--- src/rtl/io_dmem_ctrl.sv ---
// io_dmem_ctrl
//
// Responder for the accelerator memory request protocol. It accepts read and
// write burst requests from an initiator and serves them against a
// single-port, word-addressed DMem with a one-cycle synchronous read. It
// returns read data beats in issue order and one status per write burst.
//
// Handshake semantics (all channels): a transfer ("fire") happens on a rising
// clock edge where valid and ready are both 1. A valid source keeps its
// payload stable until it fires. Ready may depend combinationally on valid.
//
// Optional build macro: IO_DMEM_CTRL_STATS_EN adds the beat counters
// stat_read_beats / stat_write_beats. With it undefined they are absent.
//
// Ports:
//   clk, rst_n                      clock, asynchronous active-low reset
//   req_read_addr/_valid/_ready     read burst start address (word address)
//   req_read_len                    read beats, 0 is treated as 1
//   req_write_addr/_valid/_ready    write burst start address (word address)
//   req_write_len                   write beats, 0 is treated as 1
//   req_write_data/_valid/_ready    write data beats
//   resp_read_data/_valid/_ready    read data beats, issue order
//   resp_write_status/_valid/_ready 1 = every beat in range, 0 = some beat dropped
//   dmem_addr, dmem_din, dmem_we    DMem port
//   dmem_dout                       DMem read data, one cycle after dmem_addr
//   stat_read_beats/_write_beats    beat counters (IO_DMEM_CTRL_STATS_EN only)
//   dbg_state                       current FSM state (0 IDLE, 1 READ, 2 WRITE, 3 WRITE_RESP)

module io_dmem_ctrl #(
    parameter int AWIDTH      = 32,
    parameter int DWIDTH      = 32,
    parameter int DMEM_AWIDTH = 14
) (
    input  logic                   clk,
    input  logic                   rst_n,

    input  logic [AWIDTH-1:0]      req_read_addr,
    input  logic                   req_read_addr_valid,
    output logic                   req_read_addr_ready,
    input  logic [31:0]            req_read_len,

    input  logic [AWIDTH-1:0]      req_write_addr,
    input  logic                   req_write_addr_valid,
    output logic                   req_write_addr_ready,
    input  logic [31:0]            req_write_len,

    input  logic [DWIDTH-1:0]      req_write_data,
    input  logic                   req_write_data_valid,
    output logic                   req_write_data_ready,

    output logic [DWIDTH-1:0]      resp_read_data,
    output logic                   resp_read_data_valid,
    input  logic                   resp_read_data_ready,

    output logic                   resp_write_status,
    output logic                   resp_write_status_valid,
    input  logic                   resp_write_status_ready,

    output logic [DMEM_AWIDTH-1:0] dmem_addr,
    output logic [DWIDTH-1:0]      dmem_din,
    output logic                   dmem_we,
    input  logic [DWIDTH-1:0]      dmem_dout,

`ifdef IO_DMEM_CTRL_STATS_EN
    output logic [31:0]            stat_read_beats,
    output logic [31:0]            stat_write_beats,
`endif
    output logic [1:0]             dbg_state
);

    typedef enum logic [1:0] {
        IDLE       = 2'd0,
        READ       = 2'd1,
        WRITE      = 2'd2,
        WRITE_RESP = 2'd3
    } state_t;

    state_t state_q, state_d;

    // Burst bookkeeping
    logic [AWIDTH-1:0] addr_q;
    logic [31:0]       beats_q;
    logic              err_q;
    logic              rr_last_read_q;   // 1 = last grant was a read

    // Read return path: one in-flight DMem read plus a 2-entry response FIFO
    logic              inflight_q;
    logic              inflight_oor_q;
    logic [DWIDTH-1:0] fifo_mem_q [2];
    logic              fifo_wr_ptr_q;
    logic              fifo_rd_ptr_q;
    logic [1:0]        fifo_cnt_q;

    logic              grant_read;
    logic              grant_write;
    logic              read_addr_fire;
    logic              write_addr_fire;
    logic              data_fire;
    logic              status_fire;
    logic              issue;
    logic              credit_ok;
    logic [2:0]        occupancy;
    logic              addr_oor;
    logic              last_beat;
    logic              enq;
    logic              deq;
    logic [DWIDTH-1:0] enq_data;

    // Any set bit above the DMem index range means the word is not backed by DMem.
    assign addr_oor  = |addr_q[AWIDTH-1:DMEM_AWIDTH];
    assign last_beat = (beats_q == 32'd1);

    // Round-robin: read wins a tie unless the previous grant was a read.
    assign grant_read  = req_read_addr_valid & (~req_write_addr_valid | ~rr_last_read_q);
    assign grant_write = req_write_addr_valid & ~grant_read;

    // Credit counts buffered beats plus the read already on its way from DMem,
    // so an issued read always has a FIFO slot by the time its data arrives.
    assign occupancy = {1'b0, fifo_cnt_q} + {2'b00, inflight_q};
    assign credit_ok = (occupancy < 3'd2);
    assign issue     = (state_q == READ) & credit_ok;

    assign read_addr_fire  = req_read_addr_valid  & req_read_addr_ready;
    assign write_addr_fire = req_write_addr_valid & req_write_addr_ready;
    assign data_fire       = req_write_data_valid & req_write_data_ready;
    assign status_fire     = resp_write_status_valid & resp_write_status_ready;

    assign enq      = inflight_q;
    assign enq_data = inflight_oor_q ? '0 : dmem_dout;
    assign deq      = resp_read_data_valid & resp_read_data_ready;

    assign dbg_state = state_q;

    // ------------------------------------------------------------------
    // FSM: state register
    // ------------------------------------------------------------------
    always_ff @(posedge clk or negedge rst_n) begin
        if (!rst_n) begin
            state_q <= IDLE;
        end else begin
            state_q <= state_d;
        end
    end

    // ------------------------------------------------------------------
    // FSM: next state
    // ------------------------------------------------------------------
    always_comb begin
        state_d = state_q;
        case (state_q)
            IDLE: begin
                if (read_addr_fire) begin
                    state_d = READ;
                end else if (write_addr_fire) begin
                    state_d = WRITE;
                end
            end
            READ: begin
                if (issue && last_beat) begin
                    state_d = IDLE;
                end
            end
            WRITE: begin
                if (data_fire && last_beat) begin
                    state_d = WRITE_RESP;
                end
            end
            WRITE_RESP: begin
                if (status_fire) begin
                    state_d = IDLE;
                end
            end
            default: state_d = IDLE;
        endcase
    end

    // ------------------------------------------------------------------
    // FSM: outputs
    // ------------------------------------------------------------------
    always_comb begin
        req_read_addr_ready     = 1'b0;
        req_write_addr_ready    = 1'b0;
        req_write_data_ready    = 1'b0;
        resp_write_status_valid = 1'b0;
        resp_write_status       = 1'b0;
        dmem_addr               = '0;
        dmem_din                = '0;
        dmem_we                 = 1'b0;
        case (state_q)
            IDLE: begin
                req_read_addr_ready  = grant_read;
                req_write_addr_ready = grant_write;
            end
            READ: begin
                if (issue) begin
                    dmem_addr = addr_q[DMEM_AWIDTH-1:0];
                end
            end
            WRITE: begin
                req_write_data_ready = 1'b1;
                if (req_write_data_valid) begin
                    dmem_addr = addr_q[DMEM_AWIDTH-1:0];
                    dmem_din  = req_write_data;
                    dmem_we   = ~addr_oor;
                end
            end
            WRITE_RESP: begin
                resp_write_status_valid = 1'b1;
                resp_write_status       = ~err_q;
            end
            default: ;
        endcase
    end

    // ------------------------------------------------------------------
    // Burst address / length / error tracking and arbitration history
    // ------------------------------------------------------------------
    always_ff @(posedge clk or negedge rst_n) begin
        if (!rst_n) begin
            addr_q         <= '0;
            beats_q        <= '0;
            err_q          <= 1'b0;
            rr_last_read_q <= 1'b0;
        end else if (read_addr_fire) begin
            addr_q         <= req_read_addr;
            beats_q        <= (req_read_len == 32'd0) ? 32'd1 : req_read_len;
            err_q          <= 1'b0;
            rr_last_read_q <= 1'b1;
        end else if (write_addr_fire) begin
            addr_q         <= req_write_addr;
            beats_q        <= (req_write_len == 32'd0) ? 32'd1 : req_write_len;
            err_q          <= 1'b0;
            rr_last_read_q <= 1'b0;
        end else if (issue || data_fire) begin
            addr_q  <= addr_q + AWIDTH'(1);
            beats_q <= beats_q - 32'd1;
            if (data_fire && addr_oor) begin
                err_q <= 1'b1;
            end
        end
    end

    // ------------------------------------------------------------------
    // Read return path
    // ------------------------------------------------------------------
    always_ff @(posedge clk or negedge rst_n) begin
        if (!rst_n) begin
            inflight_q     <= 1'b0;
            inflight_oor_q <= 1'b0;
        end else begin
            inflight_q     <= issue;
            inflight_oor_q <= issue & addr_oor;
        end
    end

    always_ff @(posedge clk or negedge rst_n) begin
        if (!rst_n) begin
            for (int i = 0; i < 2; i++) begin
                fifo_mem_q[i] <= '0;
            end
            fifo_wr_ptr_q <= 1'b0;
            fifo_rd_ptr_q <= 1'b0;
            fifo_cnt_q    <= 2'd0;
        end else begin
            if (enq) begin
                fifo_mem_q[fifo_wr_ptr_q] <= enq_data;
                fifo_wr_ptr_q             <= ~fifo_wr_ptr_q;
            end
            if (deq) begin
                fifo_rd_ptr_q <= ~fifo_rd_ptr_q;
            end
            case ({enq, deq})
                2'b10:   fifo_cnt_q <= fifo_cnt_q + 2'd1;
                2'b01:   fifo_cnt_q <= fifo_cnt_q - 2'd1;
                default: fifo_cnt_q <= fifo_cnt_q;
            endcase
        end
    end

    assign resp_read_data       = fifo_mem_q[fifo_rd_ptr_q];
    assign resp_read_data_valid = (fifo_cnt_q != 2'd0);

`ifdef IO_DMEM_CTRL_STATS_EN
    // ------------------------------------------------------------------
    // Beat counters, free-running with natural wrap
    // ------------------------------------------------------------------
    always_ff @(posedge clk or negedge rst_n) begin
        if (!rst_n) begin
            stat_read_beats  <= 32'd0;
            stat_write_beats <= 32'd0;
        end else begin
            if (issue) begin
                stat_read_beats <= stat_read_beats + 32'd1;
            end
            if (data_fire) begin
                stat_write_beats <= stat_write_beats + 32'd1;
            end
        end
    end
`endif

endmodule

--- config.mk ---
export PLATFORM = sky130hd
export DESIGN_NAME = io_dmem_ctrl
export DESIGN_NICKNAME = d
export VERILOG_FILES = /design/src/rtl/io_dmem_ctrl.sv
export SDC_FILE = /design/constraint.sdc
export NUM_CORES = 1
export LEC_CHECK = 0
export CORE_ASPECT_RATIO = 0.9
export CORE_MARGIN = 5
export CORE_UTILIZATION = 30
export CTS_BUF_LIST = sky130_fd_sc_hd__clkbuf_8 sky130_fd_sc_hd__clkbuf_16
export DETAILED_ROUTE_END_ITERATION = 10
export HOLD_SLACK_MARGIN = 0.15
export PLACE_DENSITY = 0.61
export SETUP_SLACK_MARGIN = 0.05
export SLEW_MARGIN = 25
export SYNTH_ARGS = -nofsm -noshare
export SYNTH_HDL_FRONTEND = slang
export SYNTH_SLANG_ARGS = --single-unit
--- constraint.sdc ---
create_clock -name clk -period 2.8 [get_ports clk]
set_input_delay 0.28 -clock clk [delete_from_list [all_inputs] [get_ports clk]]
set_output_delay 0.28 -clock clk [all_outputs]
set_load 0.01 [all_outputs]
==> metrics.cfg <==
[power_and_ir_drop]
combPwrFrac_pct = 50.4
p_leak_nw = 5.01
fin_total_pwr_mw = 12.3
power_density_mw_per_mm2 = 1010
net-switching-power_mw = 4.94
swShare_pct = 40.2
max-vdd-ir-drop_mv = 0.433
power.share.clock_pct = 18.9
internal_power_mw = 7.36
p_seq_share_pct = 30.7

[synth]
ys_ff_latch = 138
synthDistinctLibCells = 62
synth-seq-area-share_pct = 42.3
netlist_instances = 939
yosys_most_used_dff = dfrtp_1
synthesis.area_mm2 = 0.00816
async_flop_share_pct = 100
ys_warn_count = 0
synth-edff-count = 0
syn_avg_cell_area_um2 = 8.69
syn_nets = 1146

[global_routing]
grt_pass1_wl_um = 47600
use_met1_pct = 27.1
busiest_layer = met2
use_met3_pct = 4.84
met2_usage_pct = 30.1
track_usage_pct = 19.4
grt_pass1_vias = 8332
grt_max_degree = 65
antenna_found_initial = 2
gr-total-overflow = 0

[floorplan]
ios = 286
die_x_um = 184
die-height_um = 166
core_mm2 = 0.0269
start_util_pct = 30.3
dieArea_mm2 = 0.0306
fp-row-count = 57

[placed_design]
pre_cts_ws_ps = 204
io_buffers = 285
finalWeightedCongestion = 0.877
dp_hpwl_um = 22600

[detailed_routing]
drt_iter0_markers = 530
ant_nets = 0
via_count = 8411
drt-pass1-iter-count = 7
wl_per_cell_um = 19.8
drc = 0
via_per_inst = 5.33
drt_wl_total_um = 31200

[final_layout]
syn2layout_area_growth_pct = 49.2
multiInputGateArea_mm2 = 0.00442
nFillCells = 2628
layout-drive-gt1-share_pct = 10.1
final_nets = 1419
seq_area_mm2 = 0.00345

[clock_tree]
cts.sinks = 138
cts-htree-levels = 4
numCtsBuffers = 17
clkSlewWorstSetupHoldPaths_ps = 60
root_buffer = clkbuf_16
cts_tree = yes
clk_latency_ps = 420
clockBufferDepth = 2

[outcome]
status = completed

[sta]
max_freq_mhz = 379
tightest_slew_ps = 672
min_period_ps = 2640
slew_violations = 0
rsz0062_at_grt = no
relSlewSlack_pct = 55.0
setup-violations-final = 0
final.setup_skew_ps = 11.4
fin_setup_tns_ps = 0
worst_slack_ps = 158
min_period_over_period_pct = 94.3
whs_ps = 392
hold_viol = 0

[worst_setup_path]
critical_path.max_fanout = 14
worstSetupPathType = reg2out
cp-start-kind = flop
critPathArrivalTime_ps = 2360
crit_path_end_kind = output port
cp.required_ps = 2520
r2r_cells = 5

[worst_hold_path]
worstHoldPathType = in2async

[flow_run]
maxCapViolations = 0

## routing by layer
metal	vias up	routed length (µm)
met2	356	14000
met3	47	2550
li1	4002	-
met5	-	13
met4	2	596
met1	4004	14100
## area by class of cell
class                           instances  area share [%]
Antenna cell                            1          0.0206
Clock buffer                           19            3.72
Clock inverter                         11            1.21
Inverter                               19           0.617
Multi-Input combinational cell        717            36.3
Sequential cell                       138            28.4
Tap cell                              354            3.64
Timing Repair Buffer                  319            26.1
## metrics by stage
step / std cells / utilization, % / cell area (µm²)
after floorplan: 939 / - / 8160
after global placement: 1542 / 42.6 / 11500
after detailed placement: 1544 / 42.8 / 11500
after CTS: 1575 / 45.1 / 12100
after global routing: 1577 / 45.3 / 12200
final: 1578 / 45.3 / 12200
## power by group through the flow
stage          sequential [mW]  clock, mW  combinational (mW)
4_1_cts                   3.76       2.39                6.15
2_1_floorplan             3.49          0                3.59
5_1_grt                   3.90       2.48                6.79
3_3_place_gp              3.75          0                5.99
3_5_place_dp              3.79          0                6.10
6_report                  3.78       2.33                6.20
## state kept, by name (all words and copies together), names as in the netlist
name            cells
fifo_mem_q         64
addr_q             32
beats_q            32
dbg_state           2
fifo_cnt_q          2
enq                 1
err_q               1
fifo_rd_ptr_q       1
fifo_wr_ptr_q       1
inflight_oor_q      1
rr_last_read_q      1
## critical path: stages (launching register included)
cell,delay (ps)
dfrtp_1,390
inv_1,90
ha_1,220
and2_2,260
a31o_4,290
and3_1,200
clkdlybuf4s50_1,490
## cell usage in the layout (no fill, tap or decap), types with 17 or more instances in the layout
| master | n |
|---|---|
| and3_1 | 59 |
| dfrtp_1 | 137 |
| clkbuf_16 | 17 |
| inv_1 | 17 |
| nor4_1 | 29 |
| mux2_2 | 34 |
| o21ai_0 | 115 |
| o22ai_1 | 21 |
| buf_4 | 29 |
| nand2_1 | 107 |
| nor2_1 | 54 |
| nand3_1 | 26 |
| clkdlybuf4s50_1 | 283 |
| nand2b_1 | 34 |
| a21oi_1 | 48 |
## synthesized netlist by cell type (6+ instances only)
library cell  instances  share of area [%]
clkbuf_1             59                2.7
mux2_2               34                4.7
a22oi_1              13                1.2
nor4_1               30                2.3
or3_1                 6               0.46
xor2_1               14                1.5
and3_1               59                4.5
a21oi_1              48                2.9
nor3_1               15               0.92
inv_1                18               0.83
nand2b_1             35                2.7
o21ai_0             115                7.1
ha_1                  8                1.2
nor2_1               55                2.5
xnor2_1              16                1.7
nand3_1              26                1.6
nand4_1               8               0.61
nand2_1             108                5.0
dfrtp_1             138                 42
a31oi_1              11               0.84
a221oi_1              8               0.86
o22ai_1              21                1.6
a222oi_1             11                1.3
## path summary, 6_finish.rpt
check                      slack (ps)     startpoint              to
hold / removal                    390          rst_n  fifo_mem_q[38]
setup reg to reg                  170    beats_q[10]     beats_q[25]
setup / recovery                  160   dbg_state[0]    dmem_addr[6]
max in group asynchronous        1680          rst_n     beats_q[15]
min in group clk                  450   dmem_dout[4]   fifo_mem_q[4]
hold reg to reg                   460  fifo_rd_ptr_q   fifo_rd_ptr_q
## kinds of logic after synthesis
kind of cell	synth area share [%]
AO/OA/AOI/OAI	20.6
XOR/XNOR	3.22
adder cells (fa/ha/maj)	1.23
buffers and inverters	4.22
flip-flops	42.3
multiplexers	4.82
AND/OR/NAND/NOR	23.6
## repair_timing
action	in CTS	in global routing
hold endpoints to repair	54	0
setup endpoints to repair	16	15
resized for setup	4	4
cloned	0	1
setup buffers	0	1
hold buffers	1	0
Power figures use the tool's default switching activity.
